File: config.mk
export PLATFORM = sky130hd
export DESIGN_NAME = mem_stage_flat
export DESIGN_NICKNAME = d
export VERILOG_FILES = /design/src/rtl/core.sv /design/src/rtl/rv32i.sv /design/src/rtl/mem_stage_if.sv /design/src/rtl/mem_align.sv /design/src/rtl/mem_stage.sv /design/src/flat_wrapper.sv
export SDC_FILE = /design/constraint.sdc
export NUM_CORES = 1
export LEC_CHECK = 0
export BUFFER_PORTS_ARGS = -buffer_cell sky130_fd_sc_hd__buf_2
export CAP_MARGIN = 25
export CORE_MARGIN = 2
export CORE_UTILIZATION = 42
export DETAILED_ROUTE_END_ITERATION = 6
export PLACE_DENSITY_LB_ADDON = 0.12
export SLEW_MARGIN = 10
export SYNTH_ARGS = -nofsm -noshare
export SYNTH_HDL_FRONTEND = slang
export SYNTH_SLANG_ARGS = --single-unit
File: constraint.sdc
create_clock -name clk -period 2.05 [get_ports clk]
set_clock_uncertainty 0.15 [all_clocks]
set_input_delay 0.1025 -clock clk [delete_from_list [all_inputs] [get_ports clk]]
set_output_delay 0.1025 -clock clk [all_outputs]
set_load 0.1 [all_outputs]
File: src/rtl/core.sv
// rtl/core.sv - pipeline stage-register types shared across the core
// MEM_MISALIGN_CHECK_EN adds the misaligned flag to mem_wb_t.
package core;

  typedef logic bool_t;

  typedef enum logic {
    S_IDLE = 1'b0,
    S_WAIT = 1'b1
  } mem_state_t;

  typedef struct packed {
    logic [6:0] opcode;
    logic [2:0] funct3;
    logic       has_rd;
    logic [4:0] rd_num;
  } de_inst_t;

  typedef struct packed {
    logic        valid;
    de_inst_t    de_inst;
    logic [31:0] ex_result;
  } ex_mem_t;

  typedef struct packed {
    logic [31:0] rs2_value;
  } reg_fwd_t;

  typedef struct packed {
    logic        valid;
    de_inst_t    de_inst;
    logic [31:0] mem_result;
`ifdef MEM_MISALIGN_CHECK_EN
    logic        misaligned;
`endif
  } mem_wb_t;

endpackage

File: src/rtl/rv32i.sv
// rtl/rv32i.sv - RV32I opcode and load/store funct3 encodings
package rv32i;

  localparam logic [6:0] opcode_load  = 7'b0000011;
  localparam logic [6:0] opcode_store = 7'b0100011;

  localparam logic [2:0] LB  = 3'b000;
  localparam logic [2:0] LH  = 3'b001;
  localparam logic [2:0] LW  = 3'b010;
  localparam logic [2:0] LBU = 3'b100;
  localparam logic [2:0] LHU = 3'b101;

  localparam logic [2:0] SB  = 3'b000;
  localparam logic [2:0] SH  = 3'b001;
  localparam logic [2:0] SW  = 3'b010;

endpackage

File: src/rtl/mem_stage_if.sv
// rtl/mem_stage_if.sv - data-memory request/response port
interface mem_stage_if #(
  parameter int ADDR_W = 32
);

  logic              dmem_req_valid;
  logic              dmem_req_ready;
  logic              dmem_req_we;
  logic [ADDR_W-1:0] dmem_req_addr;
  logic [3:0]        dmem_req_be;
  logic [31:0]       dmem_req_wdata;
  logic              dmem_rsp_valid;
  logic [31:0]       dmem_rsp_rdata;

  modport master (
    output dmem_req_valid,
    output dmem_req_we,
    output dmem_req_addr,
    output dmem_req_be,
    output dmem_req_wdata,
    input  dmem_req_ready,
    input  dmem_rsp_valid,
    input  dmem_rsp_rdata
  );

  modport slave (
    input  dmem_req_valid,
    input  dmem_req_we,
    input  dmem_req_addr,
    input  dmem_req_be,
    input  dmem_req_wdata,
    output dmem_req_ready,
    output dmem_rsp_valid,
    output dmem_rsp_rdata
  );

endinterface

File: src/rtl/mem_align.sv
// rtl/mem_align.sv - store lane placement and load extraction/extension
module mem_align
  import rv32i::*;
(
  input  logic        is_store,
  input  logic [2:0]  funct3,
  input  logic [1:0]  off,
  input  logic [31:0] rs2_value,
  input  logic [31:0] rdata,
  output logic [3:0]  be,
  output logic [31:0] wdata,
  output logic [31:0] load_data
);

  logic [7:0]  rd_byte;
  logic [15:0] rd_half;

  always_comb begin
    be    = 4'b1111;
    wdata = rs2_value;
    if (is_store) begin
      case (funct3)
        SB: begin
          be    = 4'b0001 << off;
          wdata = {4{rs2_value[7:0]}};
        end
        SH: begin
          be    = 4'b0011 << {off[1], 1'b0};
          wdata = {2{rs2_value[15:0]}};
        end
        SW: begin
          be    = 4'b1111;
          wdata = rs2_value;
        end
        default: begin
          be    = 4'b1111;
          wdata = rs2_value;
        end
      endcase
    end
  end

  // Halfword selection uses off[1] only, so a stray off[0] aligns down.
  always_comb begin
    rd_byte   = rdata[{off, 3'b000} +: 8];
    rd_half   = rdata[{off[1], 4'b0000} +: 16];
    load_data = rdata;
    case (funct3)
      LB:      load_data = {{24{rd_byte[7]}}, rd_byte};
      LBU:     load_data = {24'h0, rd_byte};
      LH:      load_data = {{16{rd_half[15]}}, rd_half};
      LHU:     load_data = {16'h0, rd_half};
      LW:      load_data = rdata;
      default: load_data = rdata;
    endcase
  end

endmodule

File: src/rtl/mem_stage.sv
// rtl/mem_stage.sv - RV32I memory stage: dmem access FSM and mem_wb register
// MEM_MISALIGN_CHECK_EN completes misaligned halfword/word accesses without a request.
module mem_stage
  import core::*;
  import rv32i::*;
#(
  parameter int ADDR_W = 32
) (
  input  logic               clk,
  input  logic               rst_n,
  input  ex_mem_t            ex_mem,
  input  reg_fwd_t           mem_reg_fwd,
  output mem_wb_t            mem_wb,
  output bool_t              mem_stall,
  mem_stage_if.master        dmem
);

  mem_state_t  state_q, state_d;
  mem_wb_t     mem_wb_q, mem_wb_d;

  logic        is_load;
  logic        is_store;
  logic        is_mem;
  logic        misalign;
  logic        req_valid;
  logic        complete;
  logic [1:0]  off;
  logic [3:0]  lane_be;
  logic [31:0] lane_wdata;
  logic [31:0] load_data;

  always_comb begin
    off      = ex_mem.ex_result[1:0];
    is_load  = ex_mem.valid && (ex_mem.de_inst.opcode == opcode_load);
    is_store = ex_mem.valid && (ex_mem.de_inst.opcode == opcode_store);
    is_mem   = is_load || is_store;
`ifdef MEM_MISALIGN_CHECK_EN
    misalign = is_mem &&
               (((ex_mem.de_inst.funct3[1:0] == 2'b01) && off[0]) ||
                ((ex_mem.de_inst.funct3[1:0] == 2'b10) && (off != 2'b00)));
`else
    misalign = 1'b0;
`endif
  end

  mem_align u_align (
    .is_store  (is_store),
    .funct3    (ex_mem.de_inst.funct3),
    .off       (off),
    .rs2_value (mem_reg_fwd.rs2_value),
    .rdata     (dmem.dmem_rsp_rdata),
    .be        (lane_be),
    .wdata     (lane_wdata),
    .load_data (load_data)
  );

  // Responses are only meaningful in S_WAIT; in S_IDLE they are ignored.
  always_comb begin
    state_d   = state_q;
    req_valid = 1'b0;
    complete  = 1'b0;
    case (state_q)
      S_IDLE: begin
        req_valid = is_mem && !misalign;
        if (ex_mem.valid && (!is_mem || misalign)) begin
          complete = 1'b1;
        end else if (req_valid && dmem.dmem_req_ready) begin
          if (is_store) begin
            complete = 1'b1;
          end else begin
            state_d = S_WAIT;
          end
        end
      end
      S_WAIT: begin
        if (dmem.dmem_rsp_valid) begin
          complete = 1'b1;
          state_d  = S_IDLE;
        end
      end
      default: state_d = S_IDLE;
    endcase
    mem_stall = is_mem && !complete;
  end

  assign dmem.dmem_req_valid = req_valid;
  assign dmem.dmem_req_we    = is_store;
  assign dmem.dmem_req_addr  = {ex_mem.ex_result[ADDR_W-1:2], 2'b00};
  assign dmem.dmem_req_be    = lane_be;
  assign dmem.dmem_req_wdata = lane_wdata;

  always_comb begin
    mem_wb_d       = mem_wb_q;
    mem_wb_d.valid = complete;
    if (complete) begin
      mem_wb_d.de_inst    = ex_mem.de_inst;
      mem_wb_d.mem_result = (state_q == S_WAIT) ? load_data : ex_mem.ex_result;
`ifdef MEM_MISALIGN_CHECK_EN
      mem_wb_d.misaligned = misalign;
`endif
    end
  end

  always_ff @(posedge clk or negedge rst_n) begin
    if (!rst_n) begin
      state_q  <= S_IDLE;
      mem_wb_q <= '0;
    end else begin
      state_q  <= state_d;
      mem_wb_q <= mem_wb_d;
    end
  end

  assign mem_wb = mem_wb_q;

endmodule

File: src/flat_wrapper.sv
// flat-port wrapper written by rule: the top's interface ports become plain ports
module mem_stage_flat import core::*; import rv32i::*;
#(
  parameter int ADDR_W = 32
)
  (clk, rst_n, ex_mem, mem_reg_fwd, mem_wb, mem_stall, dmem_dmem_req_valid, dmem_dmem_req_we, dmem_dmem_req_addr, dmem_dmem_req_be, dmem_dmem_req_wdata, dmem_dmem_req_ready, dmem_dmem_rsp_valid, dmem_dmem_rsp_rdata);
  mem_stage_if #(.ADDR_W(ADDR_W)) dmem_i ();
  input  logic clk;
  input  logic rst_n;
  input  ex_mem_t ex_mem;
  input  reg_fwd_t mem_reg_fwd;
  output mem_wb_t mem_wb;
  output bool_t mem_stall;
  output wire logic [$bits(dmem_i.dmem_req_valid)-1:0] dmem_dmem_req_valid;
  output wire logic [$bits(dmem_i.dmem_req_we)-1:0] dmem_dmem_req_we;
  output wire logic [$bits(dmem_i.dmem_req_addr)-1:0] dmem_dmem_req_addr;
  output wire logic [$bits(dmem_i.dmem_req_be)-1:0] dmem_dmem_req_be;
  output wire logic [$bits(dmem_i.dmem_req_wdata)-1:0] dmem_dmem_req_wdata;
  input wire logic [$bits(dmem_i.dmem_req_ready)-1:0] dmem_dmem_req_ready;
  input wire logic [$bits(dmem_i.dmem_rsp_valid)-1:0] dmem_dmem_rsp_valid;
  input wire logic [$bits(dmem_i.dmem_rsp_rdata)-1:0] dmem_dmem_rsp_rdata;
  assign dmem_dmem_req_valid = dmem_i.dmem_req_valid;
  assign dmem_dmem_req_we = dmem_i.dmem_req_we;
  assign dmem_dmem_req_addr = dmem_i.dmem_req_addr;
  assign dmem_dmem_req_be = dmem_i.dmem_req_be;
  assign dmem_dmem_req_wdata = dmem_i.dmem_req_wdata;
  assign dmem_i.dmem_req_ready = dmem_dmem_req_ready;
  assign dmem_i.dmem_rsp_valid = dmem_dmem_rsp_valid;
  assign dmem_i.dmem_rsp_rdata = dmem_dmem_rsp_rdata;
  mem_stage #(.ADDR_W(ADDR_W)) u_core (.clk(clk), .rst_n(rst_n), .ex_mem(ex_mem), .mem_reg_fwd(mem_reg_fwd), .mem_wb(mem_wb), .mem_stall(mem_stall), .dmem(dmem_i));
endmodule
After elaboration in Yosys (flattened, before gate mapping)
Cells that the tools add are included.

word-level totals
  register bits = 50
  logic and storage cells = 43
  output and inout bits = 120

cells by class
  equal/unequal tests = 5
  shift-type cells = 4
  muxes and demuxes = 17
  bitwise operators = 1
  reduce and logical (&&, ||, !) cells = 9

operator list
  operator             count
  $pmux 32 s4          1
  $mux 32              2
  $pmux 32 s2          1
  $shiftx 32x6->16     1
  $shiftx 32x6->8      1
  $mux 1               9
  $pmux 4 s2           1
  $eq 7x2->1 const B   1
  $eq 7x6->1 const B   1
  $eq 3x3->1 const B   2
  $logic_and 1x1->1    5
  $mux 4               1
  $pmux 1 s2           2
  $shl 1x2->4 const A  1
  $shl 2x2->4 const A  1
  $eq 3x1->1 const B   1
  $logic_not 3->1      1
  $logic_not 1->1      2
  $logic_or 1x1->1     1
  $not 1->1            1

Longest topological paths before layout
  depth in word-level cells = 9
  mapped depth = 7
  gate-level depth less buffers = 6

Hierarchy
A second synthesis with hierarchy kept.

second synthesis, totals
  cells, all modules = 367
  area total of the unflattened synthesis = 3,771.1 µm²

by module, submodules not included
  module     instances  cells an instance  area an instance (µm²)
  mem_stage  1          196                2,642.5
  mem_align  1          171                1,128.6

Worst setup path after synthesis
Ideal clock, no wire load.

  path type = register to output
  start = register u_core.state_q
  end = output mem_stall
  arrival time = 2.293 ns
  cell stages (with the launch flop) = 7
  required time = 1.798 ns
  setup slack = -0.495 ns
  path buffers = 2
  cells stage by stage = dfrtp_1 -> clkbuf_1 -> nand2_1 -> o21a_1 -> inv_1 -> buf_1 -> nor2_1

on the way
  word-level cells in the longest chain between the ends = 4

ends and longest elaborated chain
  element                 RTL line            RTL
  start, declared         mem_stage.sv:18     mem_state_t state_q, state_d;
  start signal, assigned  mem_stage.sv:109    state_q <= state_d;
  $not 1->1               --
  $pmux 1 s2 *            mem_stage.sv:62     case (state_q)
  net u_core.complete     mem_stage.sv:26     logic complete;
  $logic_not 1->1 *       mem_stage.sv:83     mem_stall = is_mem && !complete;
  $logic_and 1x1->1 *     mem_stage.sv:83
  end, declared           flat_wrapper.sv:13  output bool_t mem_stall;

The timed path passes the listed nets; every way through them passes the cells marked *.

Worst setup path in the final report
  start = input ex_mem[44] in the netlist's numbering
  end = output dmem_dmem_req_wdata[15]

on the way
  word-level cells in the longest chain between the ends = 3

ends and longest elaborated chain
  element            RTL line            RTL
  start, declared    flat_wrapper.sv:10  input ex_mem_t ex_mem;
  $eq 7x6->1         mem_stage.sv:35     is_store = ex_mem.valid && (ex_mem.de_inst.opcode == opcode_store);
  $logic_and 1x1->1  mem_stage.sv:35
  $mux 32            mem_align.sv:21     if (is_store) begin
  end, declared      flat_wrapper.sv:18  output wire logic [$bits(dmem_i.dmem_req_wdata)-1:0] dmem_dmem_req_wdata;

No other way between the ends.

==> metrics <==
outcome complete, but fails checks; failing checks negative setup slack; Sw Pwr 0.002019 W; port bufs around 230; crit path time final 2.177 ns; Net Sw Frac 0.5119; Worst Setup End Kind output port; Pre-antenna DRT Iters 5; Antenna Cells 0; Leakage just under 3 nW; pwr/cell area just under 700 mW/mm^2; Setup WS post-layout -0.1271 ns; number of global-route vias before repair 4079; dominant synthesized flop cell dfrtp_1; Routed WL about 13000 um; Min-Delay Path Class in -> reg; DR iter-0 viols about 220; Rows 34; Clock Sink Count 50; Die Area 0.009544 mm^2; CTS max path bufs 2; Min-Delay Startpoint dmem_dmem_rsp_rdata[29]; H-tree level count 2; Least-Margin Pin Slew about 0.61 ns; Filler Cells Inserted 757; clock power share 0.188; RSZ-0062 raised after global routing true; GR peak layer met2; Net count, final 800; max frequency 0.4593 GHz; I/O pins ~240; number of antenna violations at the first check in global routing 0; largest net degree at the start of global routing 34; worst hold endpoint u_core.mem_wb[29]; worst slack, placed -0.1940 ns; cell total after placement 733; M3 GR Usage 0.05899; VDD IR max 0.6106 mV; Pint just under 0.002 W; final count of hold timing violations 0; TritonCTS buffer count 5; first-pass GRT wire length roughly 21000 um; Hold Path Depth 4; Cell Area, Synth approximately 0.0037 mm^2; Worst Path Max Fanout 8; Core Region ~0.0086 mm^2; total of max-cap violations 0; Clock transition at path regs about 0.090 ns; share of flip-flops with an asynchronous set or reset 1.000; synth-to-layout area growth 57.45%; CTS tree built; Starting Density 0.4270; Final Non-Filler Cells approximately 790; count of final max-slew check failures 0; WP data required between 1.5 and 2 ns; Post-Synthesis Cells 436; Worst R2R End u_core.mem_wb[43]; Vias about 4000; Worst EP arrival ~1.9 ns; Final HPWL DP 10050 um; combinational fraction of design power 0.525; post-synth cell types 52; Total Routing Usage GR 0.2694; Worst setup SP type input pin; sequential area share after synthesis 0.3393; share of layout cells above drive strength 1 0.4620; routability cong. just over 0.9; endpoints failing setup 21; R2R Setup Slk roughly 0.13 ns; chip width roughly 100 um; remaining antenna violation count 0; later-pin clock latency in the skew report about 0.31 ns; Sequential Power Share 0.287; synthesized flop and latch total 50; Mean Syn Cell Area 8.457 um^2; Max transition margin 0.5920; DRC Markers 0; Routed wire per std cell about 17 um; yosys warns 0; Post-synth EDFFs 0; M1 GR Usage 0.3229; Final Cycle Share 1.062; met2 usage 0.4844; Die H between 90 and 100 um; Clock Tree Root clkbuf_8; critical path type in -> out; FF-to-FF Start u_core.state_q; R2R cell count 6; total grt overflow 0; setup TNS -1.897 ns; DR vias/cell approximately 5.2
[cells by family after synthesis]
kind of cell | after synthesis | share of synthesized area
flip-flops | 50 | 0.3393
multiplexers | 38 | 0.1205
AND/OR/NAND/NOR | 143 | 0.1737
other | 1 | 0.001017
buffers and inverters | 84 | 0.1374
AO/OA/AOI/OAI | 120 | 0.2280
[critical path, cell delays in order]
cell,delay [ns]
buf_8,0.10
nor4_4,0.30
nand4_2,0.14
or4_4,0.50
nor2_8,0.21
mux2_2,0.38
buf_6,0.19
[worst max path at each step]
stage / start / endpoint / cells past startpoint
6_report: ex_mem[44] / dmem_dmem_req_wdata[15] / 7
5_1_grt: ex_mem[44] / dmem_dmem_req_wdata[15] / 7
4_1_cts: ex_mem[44] / dmem_dmem_req_wdata[12] / 7
3_5_place_dp: ex_mem[44] / dmem_dmem_req_wdata[23] / 7
3_3_place_gp: ex_mem[44] / dmem_dmem_req_wdata[20] / 7
2_1_floorplan: ex_mem[44] / dmem_dmem_req_wdata[24] / 6
[power groups by stage]
stage               registers (W)  logic, W  clock network [W]
finish                    0.00113   0.00207           0.000742
floorplan                 0.00184  0.000849                  0
global route              0.00115   0.00215           0.000797
detailed placement        0.00115   0.00198                  0
global placement          0.00115   0.00197                  0
CTS                       0.00113   0.00206           0.000769
[repair_timing]
action / 4_1_cts / 5_1_grt
hold endpoints to repair: 65 / 0
hold buffers: 43 / 0
setup buffers: 1 / 6
pin swaps: 1 / 1
cloned: 0 / 1
endpoints found under the setup margin: 29 / 29
gates resized for setup: 29 / 4
[registers in the layout, indices dropped and copies added, names as in the netlist]
| name | count |
|---|---|
| u_core.state_q | 1 |
| u_core.mem_wb | 49 |
[synth_stat cells, types with 3 or more instances]
library cell / instances / share of area
nor2_1: 21 / 0.021
nor2b_1: 4 / 0.0068
o2bb2ai_1: 16 / 0.038
a21oi_1: 23 / 0.031
buf_2: 3 / 0.0041
o221ai_1: 4 / 0.0095
o21ai_0: 29 / 0.039
nand2_1: 95 / 0.097
a22oi_1: 3 / 0.0061
mux2_2: 9 / 0.027
o22ai_1: 3 / 0.0051
buf_6: 5 / 0.015
mux2_4: 8 / 0.033
a221oi_1: 4 / 0.0095
o21ai_2: 8 / 0.019
buf_1: 4 / 0.0041
o211ai_1: 6 / 0.012
mux2i_1: 20 / 0.054
nor3_1: 4 / 0.0054
buf_4: 40 / 0.081
nand2b_1: 9 / 0.015
clkbuf_1: 19 / 0.019
inv_1: 12 / 0.012
o2111a_1: 5 / 0.015
dfrtp_1: 50 / 0.34
[through the flow]
stage	cell area, um^2	util	hold WS (ns)	total power [W]
after floorplan	3794	-	-0.3431	0.002693
after global placement	5099	0.5904	-0.01769	0.003117
after detailed placement	5099	0.5904	-0.01238	0.003132
after CTS	5744	0.6652	0.005671	0.003962
after global routing	5806	0.6723	0.02738	0.004093
final	5806	0.6723	0.01610	0.003944
[layer usage]
metal	vias up	routed length, um	share of wire
met5	-	0	0
met4	0	278	0.021
met3	18	1070	0.081
met2	192	6816	0.51
met1	1919	5093	0.38
li1	1972	-	-
[area by class of cell]
class	count	area [um^2]	share of cell area
clock buffers	5	68.82	0.01185
clock inverters	3	48.80	0.008405
inverters	13	52.55	0.009052
multi-input cells	303	2028	0.3494
flip-flops and latches	50	1252	0.2157
well taps	108	135.1	0.02328
repair buffers	309	2215	0.3815
repair inverters	1	5.005	0.0008621
[cells in the final DEF, fill, tap and decap left out, drive strengths merged, types with 2 or more instances in the layout]
cell type / Yosys / final
clkbuf: 19 / 5
a21oi: 24 / 24
clkinvlp: 0 / 3
inv: 12 / 12
o22ai: 3 / 3
dfrtp: 50 / 50
o2111a: 5 / 5
nor3: 4 / 4
o211ai: 6 / 6
dlygate4sd3: 0 / 43
nor2b: 4 / 4
a21o: 2 / 2
nand2: 95 / 95
a221oi: 4 / 4
nand2b: 9 / 9
o221ai: 4 / 4
conb: 1 / 2
a22oi: 3 / 3
mux2i: 20 / 20
o2bb2ai: 16 / 16
nand3: 2 / 2
buf: 52 / 266
nor2: 22 / 22
mux2: 17 / 17
and2: 2 / 2
o21bai: 2 / 2
o21ai: 39 / 39
(Power assumes the default switching activity.)
